### config.mk
export PLATFORM = sky130hd
export DESIGN_NAME = cmp_rs
export DESIGN_NICKNAME = d
export VERILOG_FILES = /design/src/rtl/cmp_rs.sv
export SDC_FILE = /design/constraint.sdc
export NUM_CORES = 1
export LEC_CHECK = 0
export CAP_MARGIN = 20
export CORE_ASPECT_RATIO = 0.5
export CORE_MARGIN = 2
export CORE_UTILIZATION = 35
export CTS_CLUSTER_DIAMETER = 80
export DETAILED_ROUTE_END_ITERATION = 10
export PLACE_DENSITY = 0.65
export SKIP_LAST_GASP = 1
export SLEW_MARGIN = 20
export SYNTH_ARGS = -nofsm -noshare
export SYNTH_HDL_FRONTEND = slang
export SYNTH_SLANG_ARGS = --single-unit
### constraint.sdc
create_clock -name clk -period 2.6 [get_ports clk]
set_input_delay 0.52 -clock clk [delete_from_list [all_inputs] [get_ports clk]]
set_output_delay 0.52 -clock clk [all_outputs]
set_load 0.02 [all_outputs]
### src/rtl/cmp_rs.sv
// Compare-unit reservation station: holds ops until both operands are valid and issues the oldest ready op; 1-cycle dispatch->issue latency.
// Backpressure: dispatch_ready drops when full; an offered op is held stable while issue_ready is low. Optional CDB->issue bypass: CMP_RS_WAKEUP_BYPASS_EN.
module cmp_rs #(
  parameter int DEPTH = 4,
  parameter int TAG_W = 3,
  parameter int OCC_W = $clog2(DEPTH) + 1
) (
  input  logic             clk,
  input  logic             rst,
  input  logic             flush,
  input  logic             dispatch_valid,
  output logic             dispatch_ready,
  input  logic [2:0]       dispatch_funct3,
  input  logic [TAG_W-1:0] dispatch_rob_tag,
  input  logic             src1_ready,
  input  logic [TAG_W-1:0] src1_tag,
  input  logic [31:0]      src1_data,
  input  logic             src2_ready,
  input  logic [TAG_W-1:0] src2_tag,
  input  logic [31:0]      src2_data,
  input  logic             cdb_valid,
  input  logic [TAG_W-1:0] cdb_tag,
  input  logic [31:0]      cdb_data,
  output logic             issue_valid,
  input  logic             issue_ready,
  output logic [2:0]       issue_funct3,
  output logic [31:0]      issue_first,
  output logic [31:0]      issue_second,
  output logic [TAG_W-1:0] issue_rob_tag,
  output logic [OCC_W-1:0] occupancy
);

  localparam int IDX_W = $clog2(DEPTH);

  typedef struct packed {
    logic             rdy;
    logic [TAG_W-1:0] tag;
    logic [31:0]      dat;
  } src_t;

  typedef struct packed {
    logic             vld;
    logic [2:0]       funct3;
    logic [TAG_W-1:0] rob_tag;
    src_t             s1;
    src_t             s2;
  } ent_t;

  ent_t             ent_q   [DEPTH];
  ent_t             ent_d   [DEPTH];
  // older_q[i][j] set means entry j was dispatched before entry i
  logic [DEPTH-1:0] older_q [DEPTH];
  logic [DEPTH-1:0] older_d [DEPTH];
  logic             lock_q, lock_d;
  logic [IDX_W-1:0] lock_idx_q, lock_idx_d;
  logic [OCC_W-1:0] occ_q, occ_d;

  logic [DEPTH-1:0] vld_vec, rdy1_vec, rdy2_vec, rdy_vec;
  logic [31:0]      op1_dat [DEPTH];
  logic [31:0]      op2_dat [DEPTH];
  logic             sel_found;
  logic [IDX_W-1:0] sel_idx;
  logic [IDX_W-1:0] free_idx;
  logic             disp_fire, xfer;
  src_t             new_s1, new_s2;

  always_comb begin
    for (int i = 0; i < DEPTH; i++) begin
      vld_vec[i]  = ent_q[i].vld;
      rdy1_vec[i] = ent_q[i].s1.rdy;
      rdy2_vec[i] = ent_q[i].s2.rdy;
      op1_dat[i]  = ent_q[i].s1.dat;
      op2_dat[i]  = ent_q[i].s2.dat;
`ifdef CMP_RS_WAKEUP_BYPASS_EN
      if (cdb_valid && !ent_q[i].s1.rdy && ent_q[i].s1.tag == cdb_tag) begin
        rdy1_vec[i] = 1'b1;
        op1_dat[i]  = cdb_data;
      end
      if (cdb_valid && !ent_q[i].s2.rdy && ent_q[i].s2.tag == cdb_tag) begin
        rdy2_vec[i] = 1'b1;
        op2_dat[i]  = cdb_data;
      end
`endif
    end
    rdy_vec = vld_vec & rdy1_vec & rdy2_vec;
  end

  // A locked entry stays ready: sources never lose readiness once gained.
  always_comb begin
    sel_found = 1'b0;
    sel_idx   = '0;
    if (lock_q) begin
      sel_found = ent_q[lock_idx_q].vld;
      sel_idx   = lock_idx_q;
    end else begin
      for (int i = 0; i < DEPTH; i++) begin
        if (rdy_vec[i] && ((older_q[i] & rdy_vec) == '0)) begin
          sel_found = 1'b1;
          sel_idx   = i[IDX_W-1:0];
        end
      end
    end
  end

  always_comb begin
    free_idx = '0;
    for (int i = DEPTH - 1; i >= 0; i--) begin
      if (!ent_q[i].vld) free_idx = i[IDX_W-1:0];
    end
  end

  assign dispatch_ready = (occ_q < OCC_W'(DEPTH));
  assign occupancy      = occ_q;
  assign issue_valid    = sel_found && !flush;
  assign issue_funct3   = issue_valid ? ent_q[sel_idx].funct3  : '0;
  assign issue_rob_tag  = issue_valid ? ent_q[sel_idx].rob_tag : '0;
  assign issue_first    = issue_valid ? op1_dat[sel_idx]       : '0;
  assign issue_second   = issue_valid ? op2_dat[sel_idx]       : '0;

  assign disp_fire = dispatch_valid && dispatch_ready && !flush;
  assign xfer      = issue_valid && issue_ready;

  always_comb begin
    new_s1.tag = src1_tag;
    new_s1.rdy = src1_ready || (cdb_valid && cdb_tag == src1_tag);
    new_s1.dat = src1_ready ? src1_data : (new_s1.rdy ? cdb_data : '0);
    new_s2.tag = src2_tag;
    new_s2.rdy = src2_ready || (cdb_valid && cdb_tag == src2_tag);
    new_s2.dat = src2_ready ? src2_data : (new_s2.rdy ? cdb_data : '0);
  end

  always_comb begin
    lock_d     = lock_q;
    lock_idx_d = lock_idx_q;
    occ_d      = occ_q;
    for (int i = 0; i < DEPTH; i++) begin
      ent_d[i]   = ent_q[i];
      older_d[i] = older_q[i];
      if (cdb_valid && ent_q[i].vld) begin
        if (!ent_q[i].s1.rdy && ent_q[i].s1.tag == cdb_tag) begin
          ent_d[i].s1.rdy = 1'b1;
          ent_d[i].s1.dat = cdb_data;
        end
        if (!ent_q[i].s2.rdy && ent_q[i].s2.tag == cdb_tag) begin
          ent_d[i].s2.rdy = 1'b1;
          ent_d[i].s2.dat = cdb_data;
        end
      end
    end

    if (xfer) begin
      ent_d[sel_idx].vld = 1'b0;
      lock_d             = 1'b0;
    end else if (issue_valid) begin
      lock_d     = 1'b1;
      lock_idx_d = sel_idx;
    end

    if (disp_fire) begin
      ent_d[free_idx].vld     = 1'b1;
      ent_d[free_idx].funct3  = dispatch_funct3;
      ent_d[free_idx].rob_tag = dispatch_rob_tag;
      ent_d[free_idx].s1      = new_s1;
      ent_d[free_idx].s2      = new_s2;
      older_d[free_idx]       = vld_vec;
      for (int i = 0; i < DEPTH; i++) older_d[i][free_idx] = 1'b0;
    end

    case ({disp_fire, xfer})
      2'b10:   occ_d = occ_q + OCC_W'(1);
      2'b01:   occ_d = occ_q - OCC_W'(1);
      default: occ_d = occ_q;
    endcase

    if (flush) begin
      for (int i = 0; i < DEPTH; i++) ent_d[i].vld = 1'b0;
      lock_d = 1'b0;
      occ_d  = '0;
    end
  end

  always_ff @(posedge clk or negedge rst) begin
    if (!rst) begin
      for (int i = 0; i < DEPTH; i++) begin
        ent_q[i]   <= '0;
        older_q[i] <= '0;
      end
      lock_q     <= 1'b0;
      lock_idx_q <= '0;
      occ_q      <= '0;
    end else begin
      for (int i = 0; i < DEPTH; i++) begin
        ent_q[i]   <= ent_d[i];
        older_q[i] <= older_d[i];
      end
      lock_q     <= lock_d;
      lock_idx_q <= lock_idx_d;
      occ_q      <= occ_d;
    end
  end

endmodule

* Word-level counts from Yosys, hierarchy flattened
Cells that the tools add are included.
Word-level totals: word-level logic and storage cells 218, bits of input ports 119, register bits after elaboration 338
Cells by class: $add $sub $neg 2, muxes and demuxes 95, order comparisons 8, eq/ne operators 12, reductions and logical operators 43, bitwise logic cells 15
Operators with widths (count):
- bitwise mux 316 bit | 6
- demux 79 bit (select 2 bit) | 6
- 2-to-1 mux 32 bit | 22
- 2-to-1 mux 316 bit | 2
- binary-select mux 79 bit (select 2 bit) | 2
- 2-to-1 mux 79 bit | 4
- 2-to-1 mux 78 bit | 3
- 2-to-1 mux 33 bit | 4
- binary-select mux 32 bit (select 2 bit) | 2
- 2-to-1 mux 75 bit | 1
- 2-to-1 mux 72 bit | 1
- AND 4 bit | 10
- 2-to-1 mux 36 bit | 1
- equality test 3 bit | 10
- 2-to-1 mux 1 bit | 26
- logical AND 1 bit | 25
- bitwise mux 16 bit | 1
- zero test 4 bit | 4
- 2-to-1 mux 2 bit | 7
- greater-or-equal comparator 3 bit, second input constant | 3
- zero test 1 bit | 9
- 2-to-1 mux 3 bit | 3
- inverter 2 -> 3 bit | 3
- demux 4 bit (select 2 bit) | 1
- 16 further kinds | 19

* Depth between registers and ports, before layout
depth in word-level cells 23, mapped depth 12

* Worst setup path after synthesis
OpenSTA, ideal clock, no wires.
path kind register to output, from reg ent_q[114] (netlist bit), to out issue_first[22], data arrival time 2181 ps, path buffers 3, data required time 2080 ps, stages on the path, launching flop included 10, path slack -101 ps, path through dfrtp_1 -> and4b_1 -> and4_1 -> clkbuf_1 -> or2_0 -> clkbuf_1 -> o21ai_2 -> clkbuf_1 -> nand2_1 -> a31oi_1
On the way: cells in the longest elaborated chain, start to end 13, elaborated cells between the ends (all ways) 28, classes of those cells mux: 13; bitwise: 6; reduce/logical: 9
Ends and longest elaborated chain:
- start: declaration | RTL line 49 | ent_t ent_q [DEPTH];
- start signal: indexed assignment | RTL line 193 | ent_q[i] <= ent_d[i];
- AND 4 bit (*) | RTL line 85 | rdy_vec = vld_vec & rdy1_vec & rdy2_vec;
- AND 4 bit | RTL line 97 | if (rdy_vec[i] && ((older_q[i] & rdy_vec) == '0)) begin
- zero test 4 bit | RTL line 97
- logical AND 1 bit | RTL line 97
- 2-to-1 mux 1 bit | RTL line 97
- 2-to-1 mux 2 bit (2 in series) | RTL line 97
- 2-to-1 mux 2 bit | RTL line 92 | if (lock_q) begin
- inverter 2 -> 3 bit (not written as such) | RTL line 117 | assign issue_first = issue_valid ? op1_dat[sel_idx] : '0;
- binary-select mux 32 bit (select 2 bit) | RTL line 117
- 2-to-1 mux 32 bit (not written as such) (2 in series) | RTL line 117
- 2-to-1 mux 32 bit (*) | RTL line 117
- end: declaration | RTL line 27 | output logic [31:0] issue_first,
Mark *: on every way between the ends. The rest lies on a longest branch, timed or not. The select of a mux whose other input is x is not followed.

* Final worst setup path
from reg ent_q[229] (netlist bit), to out issue_second[23]
On the way: cells in the longest elaborated chain, start to end 14, elaborated cells between the ends (all ways) 29, classes of those cells mux: 13; bitwise: 7; reduce/logical: 9
Ends and longest elaborated chain:
- AND 4 bit (*) (2 in series) | RTL line 85
- AND 4 bit | RTL line 97
- zero test 4 bit | RTL line 97
- logical AND 1 bit | RTL line 97
- 2-to-1 mux 1 bit | RTL line 97
- 2-to-1 mux 2 bit (2 in series) | RTL line 97
- 2-to-1 mux 2 bit | RTL line 92
- inverter 2 -> 3 bit (not written as such) | RTL line 118 | assign issue_second = issue_valid ? op2_dat[sel_idx] : '0;
- binary-select mux 32 bit (select 2 bit) | RTL line 118
- 2-to-1 mux 32 bit (not written as such) (2 in series) | RTL line 118
- 2-to-1 mux 32 bit (*) | RTL line 118
- end: declaration | RTL line 28 | output logic [31:0] issue_second,
Marks and branches as above.

==> summary.md <==
| Metric | Value |
|---|---|
| R2R cell count | 11 |
| WHS Path Cells | 3 |
| Cell Chain, Critical Path | and3_4 > a211o_1 > or2_4 > o21ai_4 > buf_6 > buf_16 > a222oi_1 > a31oi_4 > buf_6 |
| Post-Syn Area per Cell | ~9.3 um^2 |
| Final Util | approximately 50% |
| Post-synth EDFFs | 0 |
| Clock tree buffer depth | 3 |
| Routed WL | just over 70 mm |
| Final ANT Viol Nets | 0 |
| Die area | 56890 um^2 |
| #FFs+latches synth | approximately 340 |
| Setup TNS Final | -44.61 ns |
| IO Pins | around 190 |
| Design area | ~26000 um^2 |
| Worst EP arrival | ~2.8 ns |
| Root buffer cell | clkbuf_16 |
| Final Power | roughly 0.015 W |
| Slew HR | between 50% and 60% |
| Multi-input logic area | approximately 11000 um^2 |
| All-Layer GR Usage | between 20% and 30% |
| GP Congestion | approximately 0.85 |
| Post-route clock period utilization | 126.9% |
| CTS H-tree lvls | 2 |
| Fmax | just over 300 MHz |
| Violated checks | setup timing |
| Clock-pin slew on the worst setup and hold paths | roughly 0.060 ns |
| Worst-Skew Late Latency | 0.54 ns |
| Initial drt markers | roughly 1900 |
| Clock Skew | 0.01760 ns |
| Net count of the mapped netlist | between 2000 and 2500 |
| Initial core utilization | 35.59% |
| Vias in the first global route | approximately 18000 |
| Worst path required time | 2.08 ns |
| Final setup margin | -0.7004 ns |
| Synth-to-Final Area Change | 37.94% |
| Flip-flop and latch area | around 8500 um^2 |
| Chip Height | around 170 um |
| Crit path max-delay cell type | dfrtp_1 |
| Synth Warn # | 0 |
| Vias/cell | 5.850 |
| First-pass GRT wire length | about 110 mm |
| Layout cells sized above 1 | 23.50% |
| WL/cell | 22.85 um |
| Minimum clock period | roughly 3.3 ns |
| Layout fillers | just under 5000 |
| Ant. Diodes | 0 |
| Register area share after synthesis | about 44% |
| Hold Fails Final Rpt | 0 |
| Worst VDD drop | roughly 460 uV |
| Commonest non-fill, non-tap cell in the layout | dfrtp_1 |
| Final setup vio count | 73 |
| Status | complete, but fails checks |
| Num rows | 60 |
| Placed cell areas | 23850 um^2 |
| RSZ-0062 raised after global routing | true |
| Core area | 53980 um^2 |
| Overflow after GRT | 0 |
| CP dominant cell by count | buf_6 |
| Primary FF master, synth | dfrtp_1 |
| Port Buffer Count | ~190 |
| CTS buffer count | 35 |
| Worst Hold Class | in -> reg |
| Num Clock Sinks | 338 |
| Max Slew Vio Count | 0 |
| Synth Cell Area | roughly 19000 um^2 |
| P_leak | about 11 nW |
| Vias post-DR | 18060 |
| Crit end category | output pin |
| CTS tree | done |
| Remaining DRCs | 0 |
| Startpoint types | flip-flop |
| Setup CP Type | reg -> out |
| Drt pass-1 iters | 10 |
| Pwr per Cell Area | slightly below 600 nW/um^2 |
| Post-synth ARST share | 100.0% |
| Net count, final | approximately 2500 |
| Die Span X | roughly 340 um |
| Largest net degree at the start of global routing | 77 |
| Critical Path Fanout Max | 8 |
| Cells after Synth | between 2000 and 2500 |
| Slew @ Worst Pin | approximately 0.7 ns |
| Antenna violations before repair | 0 |
| Max-Cap Viols | 0 |
| Post-DP HPWL | approximately 43 mm |
| Slowest cell delay on critical path | roughly 0.42 ns |
| Leading cell types in the layout, fill and taps excluded | dfrtp_1, mux2i_1, nand2_1 |
| Netlist cell types | a little over 50 |
-- worst max-delay path: cells and delay by family, from the launching register on --
kind | cells | cell delay [ns]
buffers and inverters | 3 | 0.50
DFF | 1 | 0.42
AOI/OAI and AO/OA | 4 | 0.86
and+or+nand+nor | 2 | 0.46
-- power by group --
group	internal, W	switching [W]
combinational	0.00151	0.00174
sequential	0.00615	0.000741
clock	0.00306	0.00222
total	0.0107	0.00469
-- cell usage after synthesis, types with 3 or more instances --
| cell type | instances | area share [%] |
|---|---|---|
| a21oi_1 | 142 | 3.7 |
| a222oi_1 | 70 | 3.6 |
| a22o_1 | 69 | 3.1 |
| a2bb2oi_1 | 5 | 0.23 |
| a31oi_1 | 71 | 2.3 |
| and2_1 | 4 | 0.13 |
| and4_1 | 3 | 0.14 |
| buf_1 | 20 | 0.39 |
| buf_2 | 47 | 1.2 |
| buf_4 | 5 | 0.20 |
| buf_6 | 9 | 0.53 |
| clkbuf_1 | 128 | 2.5 |
| dfrtp_1 | 338 | 44 |
| inv_1 | 9 | 0.18 |
| mux2_2 | 37 | 2.2 |
| mux2i_1 | 320 | 17 |
| nand2_1 | 326 | 6.4 |
| nand2b_1 | 3 | 0.098 |
| nand3_1 | 7 | 0.18 |
| nand4_1 | 11 | 0.36 |
| nor2_1 | 207 | 4.0 |
| nor2_2 | 4 | 0.13 |
| nor2b_1 | 8 | 0.26 |
| nor3_1 | 7 | 0.18 |
| nor3b_1 | 3 | 0.12 |
| nor4_1 | 5 | 0.16 |
| o21a_1 | 3 | 0.12 |
| o21ai_0 | 126 | 3.3 |
| o21ai_1 | 17 | 0.44 |
| o21ai_2 | 3 | 0.14 |
| or4_1 | 5 | 0.20 |
| xnor2_1 | 8 | 0.36 |
| xor2_1 | 24 | 1.1 |
-- area by class of cell --
cell class                 instances  area share, %
multi-input combinational       1510          40.66
sequential                       338          31.94
timing repair buffer             456          19.50
clock buffer                      48          3.877
tap                              713          3.367
clock inverter                    13         0.5288
inverter                           9         0.1275
-- routing by layer --
layer  wire [um]  global-route usage [%]
met1       28510                   31.01
met2       33750                   39.75
met3        5340                   3.976
met4        2948                   10.35
met5           0                       0
-- stage by stage --
step	worst slack, ns	hold slack, ns	std cells
2_1_floorplan	-0.04178	0.2244	2066
3_3_place_gp	-0.6576	0.4758	2966
3_5_place_dp	-0.7067	0.4780	2966
4_1_cts	-0.6993	0.3982	3068
5_1_grt	-0.7653	0.4271	3087
6_report	-0.7004	0.4255	3087
-- what timing repair did --
action / CTS / global route
cloned: 11 / 5
setup buffers: 29 / 17
pin swaps: 54 / 69
endpoints found under the hold margin: 54 / 0
hold buffers: 1 / 0
setup endpoints to repair: 73 / 73
gates resized for setup: 450 / 121
-- sequential cells by signal, indices dropped and copies added, names as in the netlist --
| signal | count |
|---|---|
| ent_q | 316 |
| older_q | 16 |
| occupancy | 3 |
| lock_idx_q | 2 |
| lock_q | 1 |
-- path summary, 6_finish.rpt --
check                                        from                        to  slack (ns)
hold / removal                         src1_ready      ent_q[229]$_DFF_PN0_        0.43
hold reg to reg            ent_q[228]$_DFFE_PN0P_    ent_q[228]$_DFFE_PN0P_        0.49
setup / recovery             ent_q[229]$_DFF_PN0_          issue_second[23]       -0.70
setup reg to reg             ent_q[157]$_DFF_PN0_  occupancy[2]$_DFFE_PN0P_       -0.21
max in group asynchronous                     rst       ent_q[41]$_DFF_PN0_        1.27
min in group asynchronous                     rst    ent_q[113]$_DFFE_PN0P_        0.54
-- logic make-up (layout without fill, tap and decap cells) --
| logic type | after synthesis | in the layout | synth area share [%] |
|---|---|---|---|
| xor gates and xnor gates | 32 | 32 | 1.459 |
| and+or+nand+nor | 601 | 601 | 12.73 |
| muxes | 359 | 359 | 19.02 |
| DFF | 338 | 338 | 44.03 |
| AOI/OAI and AO/OA | 517 | 517 | 17.64 |
| adders and majority gates | 1 | 1 | 0.1042 |
| buffers and inverters | 218 | 526 | 5.015 |
Note: power is estimated with default switching activity, not from simulation.
